File: src/rtl/sseg_pkg.sv
// Shared types and constants for the seven-segment scan multiplexer.
// Segment and anode signals are active-low throughout.
package sseg_pkg;

    typedef logic [7:0] seg_t;

    localparam seg_t        SEG_OFF    = 8'hFF;
    localparam logic [7:0]  AN_OFF     = 8'hFF;
    localparam int unsigned MAX_DIGITS = 8;

    typedef enum logic {
        ON,
        GAP
    } scan_state_t;

endpackage

File: src/rtl/sseg_tick_gen.sv
// Refresh prescaler: pulses tick for one cycle every TICK_DIV enabled cycles.
// Counting freezes while en is low.
module sseg_tick_gen
    import sseg_pkg::*;
#(
    parameter int unsigned TICK_DIV = 100000
) (
    input  logic clk,
    input  logic rst,
    input  logic en,
    output logic tick
);

    localparam int unsigned   PW    = (TICK_DIV > 1) ? $clog2(TICK_DIV) : 1;
    localparam logic [PW-1:0] PLAST = PW'(TICK_DIV - 1);

    logic [PW-1:0] pcnt;

    always_ff @(posedge clk) begin
        if (rst) begin
            pcnt <= '0;
        end else if (en) begin
            if (pcnt == PLAST) pcnt <= '0;
            else               pcnt <= pcnt + 1'b1;
        end
    end

    assign tick = en && (pcnt == PLAST);

endmodule

File: src/rtl/sseg_scan_mux.sv
// Time-multiplexed common-anode driver for 1..8 digits with an inter-digit blanking gap.
// Optional PWM dimming through the bright port when SSEG_MUX_DIMMING_EN is defined.
module sseg_scan_mux
    import sseg_pkg::*;
#(
    parameter int unsigned DIGITS   = 8,
    parameter int unsigned TICK_DIV = 100000,
    parameter int unsigned GAP_CYC  = 1
) (
    input  logic                  clk,
    input  logic                  rst,
    input  logic                  en,
    input  logic                  up,
    input  logic [DIGITS*8-1:0]   seg_in,
    input  logic [DIGITS-1:0]     blank,
`ifdef SSEG_MUX_DIMMING_EN
    input  logic [3:0]            bright,
`endif
    output logic [7:0]            an,
    output seg_t                  sseg,
    output logic [2:0]            digit_idx,
    output logic                  frame_done
);

    localparam logic [2:0]    LAST  = 3'(DIGITS - 1);
    localparam int unsigned   GW    = (GAP_CYC > 1) ? $clog2(GAP_CYC) : 1;
    localparam logic [GW-1:0] GLAST = (GAP_CYC > 0) ? GW'(GAP_CYC - 1) : '0;

    scan_state_t   state, state_nxt;
    logic [GW-1:0] gcnt;
    logic          tick;
    logic          wrap;
    logic          lit;
    logic [7:0]    an_d;
    seg_t          sseg_d;

    sseg_tick_gen #(.TICK_DIV(TICK_DIV)) u_tick (
        .clk  (clk),
        .rst  (rst),
        .en   (en),
        .tick (tick)
    );

    assign wrap = up ? (digit_idx == LAST) : (digit_idx == 3'd0);

    always_ff @(posedge clk) begin
        if (rst) begin
            digit_idx  <= '0;
            frame_done <= 1'b0;
        end else begin
            frame_done <= tick && wrap;
            if (tick) begin
                if (up) digit_idx <= wrap ? 3'd0 : digit_idx + 3'd1;
                else    digit_idx <= wrap ? LAST : digit_idx - 3'd1;
            end
        end
    end

    always_ff @(posedge clk) begin
        if (rst) begin
            state <= ON;
            gcnt  <= '0;
        end else if (en) begin
            state <= state_nxt;
            gcnt  <= (state == GAP) ? gcnt + 1'b1 : '0;
        end
    end

    always_comb begin
        state_nxt = state;
        case (state)
            ON:      if (tick && (GAP_CYC > 0)) state_nxt = GAP;
            GAP:     if (gcnt == GLAST)         state_nxt = ON;
            default: state_nxt = ON;
        endcase
    end

`ifdef SSEG_MUX_DIMMING_EN
    logic [3:0] phase;

    always_ff @(posedge clk) begin
        if (rst)              phase <= '0;
        else if (state == ON) phase <= phase + 4'd1;
    end

    // Full scale is treated as always lit so bright=15 gives no dark phase.
    assign lit = (bright == 4'hF) || (phase < bright);
`else
    assign lit = 1'b1;
`endif

    always_comb begin
        an_d   = AN_OFF;
        sseg_d = SEG_OFF;
        if (state == ON && lit) begin
            for (int unsigned k = 0; k < DIGITS; k++) begin
                if (digit_idx == 3'(k) && !blank[k]) begin
                    an_d[k] = 1'b0;
                    sseg_d  = seg_in[8*k +: 8];
                end
            end
        end
    end

    always_ff @(posedge clk) begin
        if (rst) begin
            an   <= AN_OFF;
            sseg <= SEG_OFF;
        end else begin
            an   <= an_d;
            sseg <= sseg_d;
        end
    end

endmodule

File: config.mk
export PLATFORM = sky130hd
export DESIGN_NAME = sseg_scan_mux
export DESIGN_NICKNAME = d
export VERILOG_FILES = /design/src/rtl/sseg_pkg.sv /design/src/rtl/sseg_tick_gen.sv /design/src/rtl/sseg_scan_mux.sv
export SDC_FILE = /design/constraint.sdc
export NUM_CORES = 1
export LEC_CHECK = 0
export ABC_AREA = 1
export BUFFER_PORTS_ARGS = -buffer_cell sky130_fd_sc_hd__buf_2
export CORE_UTILIZATION = 25
export CTS_CLUSTER_DIAMETER = 80
export DETAILED_ROUTE_END_ITERATION = 6
export GPL_TIMING_DRIVEN = 0
export PLACE_DENSITY_LB_ADDON = 0.15
export SLEW_MARGIN = 20
export SYNTH_ARGS = -nofsm -noshare
export SYNTH_HDL_FRONTEND = slang
export SYNTH_SLANG_ARGS = --single-unit
File: constraint.sdc
create_clock -name clk -period 4.9 [get_ports clk]
set_clock_uncertainty 0.05 [all_clocks]
set_input_delay 0.735 -clock clk [delete_from_list [all_inputs] [get_ports clk]]
set_output_delay 0.735 -clock clk [all_outputs]
set_load 0.1 [all_outputs]
==> impl_results.md <==
* Die H at 104 um
* Comb power frac at 15.2%
* Placer congestion estimate at 0.789
* Dominant synthesized flop cell: dfxtp_1
* Final Cycle Share at 40.3%
* HP Class: reg2reg
* Via density at 4.16
* PwrDens at 196 nW/um^2
* Buf+Inv Stages, Crit Path at 1
* Die width at 104 um
* Final hold violations at 0
* Final Net Count at 620
* Most numerous cell in the Yosys netlist: nand2_1
* Max_cap viols at 0
* Buffers on Ports at 93
* Most Crowded Layer GR: met2
* Fin Setup TNS at 0 ns
* Fillers at 1164
* Post-synthesis cell type count at 29
* Post-Syn Nets at 520
* Relative slew slack at 66.4%
* Psw at 0.000191 W
* Worst skew pair latency at 0.29 ns
* Max frequency at 506 MHz
* Net Sw Frac at 29.5%
* Proportion of power drawn by flip-flops and latches at 50.0%
* Hold buffers post-CTS at 0
* Global Route met2 Usage at 24.4%
* # setup viols final at 0
* Kind of critical path: reg2out
* Initial Utilization at 26.2%
* Largest net degree at the start of global routing at 13
* GR met3 Demand/Resource at 3.15%
* Placed Area at 3220 um^2
* GRT Overall Usage at 14.4%
* Worst path cell trace: buf_2
* Status: complete, no violations
* Number of CTS-inserted buffers at 5
* Synth area leader: dfxtp_1
* Wire per inst at 11.0 um
* Clk slew on worst S/H paths at 0.09 ns
* DRC viols at 0
* WL final at 7.40 mm
* Worst hold endpoint: gcnt
* Core area at 9910 um^2
* EDFF count, synth at 0
* Type of origin of the critical path: register
* Vias at 2786
* Layout cell share with drive strength beyond 1 at 24.6%
* Drt first pass iters at 4
* CTS-repair resized insts at 0
* Post-DP HPWL at 6.01 mm
* Worst r2r src: digit_idx[0]
* CP Data Required Time at 4.12 ns
* RSZ-0062 raised after global routing: false
* Clock power frac at 34.9%
* Max-slew violations at 0
* Root buffer cell: clkbuf_8
* Cell-internal power at 0.000457 W
* Postcts setup bufs at 0
* Max stage delay cell, worst path: buf_2
* Worst Min Path Start: gcnt
* N_diodes at 0
* Final core occ at 33.4%
* H-Tree Depth at 2
* Sinks on Clock Net at 39
* Area grow syn2layout at 27.7%
* Leak at 1.75 nW
* Global-route wire length before repair at 12.6 mm
* Ys async rst share at 0%
* Vias in the first global route at 2689
* Met1 Use GR at 18.5%
* Most frequent cells after synthesis: 154 x nand2_1, 68 x inv_1, 58 x nor2_1, 39 x dfxtp_1, 29 x nand3_1
* Initial drt markers at 55
* Worst Path Max Fanout at 5
* Clk buf depth at 2
* Post-Layout Cell Count at 670
* Synth Cell Area at 2590 um^2
* Worst R2R End: sseg[0]
* VDD IR max at 0.0000835 V
* Share of the synthesized area in the top cell type at 30.1%
* Mean Syn Cell Area at 5.95 um^2
* Setup crit end kind: output port
* Arrival @ worst endpoint at 1.19 ns
* Syn Inst Count at 436
* Yosys warnings at 0
* Final worst path period need at 1.98 ns
* FF+latch count, synth at 39
* Reg2reg path depth at 12
* GRT overflow at 0
* Die ar. at 10800 um^2
* Register-to-register setup slack at 2.98 ns
* CTS tree: built
* Worst hold stages at 2
* Fin area at 3310 um^2
* Crit-path max cell delay at 0.46 ns
* CP delay by family, top: buffers and inverters
* IO Pins at 96
* Crit. Startpoint: digit_idx[0]
* Worst-Margin Slew at 0.508 ns
* Cells after DPL at 662
* Initial antenna violation count at 0
* Area contributors post-synth: dfxtp_1 30%, nand2_1 22%, inv_1 9.8%
* Std cell rows at 36
* Hold slack at 0.426 ns
* Post-synthesis sequential area ratio at 30.1%
* Final ANT Viol Nets at 0
how the worst max path moves through the flow:
stage	slack, ns	cells past startpoint	to
final	2.92	1	digit_idx[0]
after detailed placement	2.69	6	sseg[7]
after global routing	2.71	12	sseg[0]
after global placement	2.71	6	sseg[6]
after floorplan	2.53	12	sseg[0]
after CTS	2.89	1	digit_idx[0]
power groups by stage:
stage          combinational (W)  sequential (W)  clock [W]
3_3_place_gp            0.000101        0.000331          0
4_1_cts                 0.000101        0.000324   0.000240
6_report               0.0000983        0.000324   0.000226
2_1_floorplan          0.0000316        0.000354          0
5_1_grt                 0.000111        0.000325   0.000253
3_5_place_dp            0.000100        0.000331          0
stage by stage:
| stage | setup WS [ns] | total power [W] |
|---|---|---|
| 2_1_floorplan | 2.53 | 0.000386 |
| 3_3_place_gp | 2.71 | 0.000432 |
| 3_5_place_dp | 2.69 | 0.000431 |
| 4_1_cts | 2.89 | 0.000665 |
| 5_1_grt | 2.71 | 0.000688 |
| 6_report | 2.92 | 0.000648 |
layout by cell type, fill, tap and decap left out, types with 3 or more instances in the layout:
cell      synthesis  layout
a21oi_1          15      15
buf_2             7     100
clkbuf_8          0       5
dfxtp_1          39      39
ha_1              8       8
inv_1            68      68
inv_2             5       5
nand2_1         154     154
nand2_2           4       4
nand3_1          29      29
nand4_1           6       6
nor2_1           58      58
nor2_2            6       6
nor3_1            8       8
nor3_2            3       3
o21ai_0           3       3
xor2_1            6       6
per-layer routing:
metal  vias to the layer above  part of all wire (%)
met1                      1191                    48
met2                        68                    46
met4                         0                   1.1
li1                       1521                     -
met5                         -                     0
met3                         6                   5.2
registers in the layout, indices dropped and copies added, names as in the netlist:
name	count
sseg	8
u_tick.pcnt	17
frame_done	1
gcnt	1
state	1
digit_idx	3
an	8
cells by family (layout without fill, tap and decap cells):
logic type / count (synthesis) / after routing / share of synthesized area [%]
simple gates: 277 / 277 / 46.3
xor+xnor: 8 / 8 / 2.70
flops: 39 / 39 / 30.1
compound gates: 20 / 20 / 3.96
fa+ha+maj: 8 / 8 / 3.86
buf+inv: 84 / 185 / 13.0
cell type report:
type / instances / area [um^2] / share of cell area [%]
plain buffers: 10 / 57.6 / 1.74
clock buffers: 6 / 72.6 / 2.19
clock inverters: 2 / 12.5 / 0.378
inverters: 74 / 280 / 8.47
multi-input cells: 313 / 1470 / 44.5
flip-flops and latches: 39 / 781 / 23.6
well taps: 133 / 166 / 5.03
repair buffers: 93 / 465 / 14.1
Note: power is estimated with default switching activity, not from simulation.
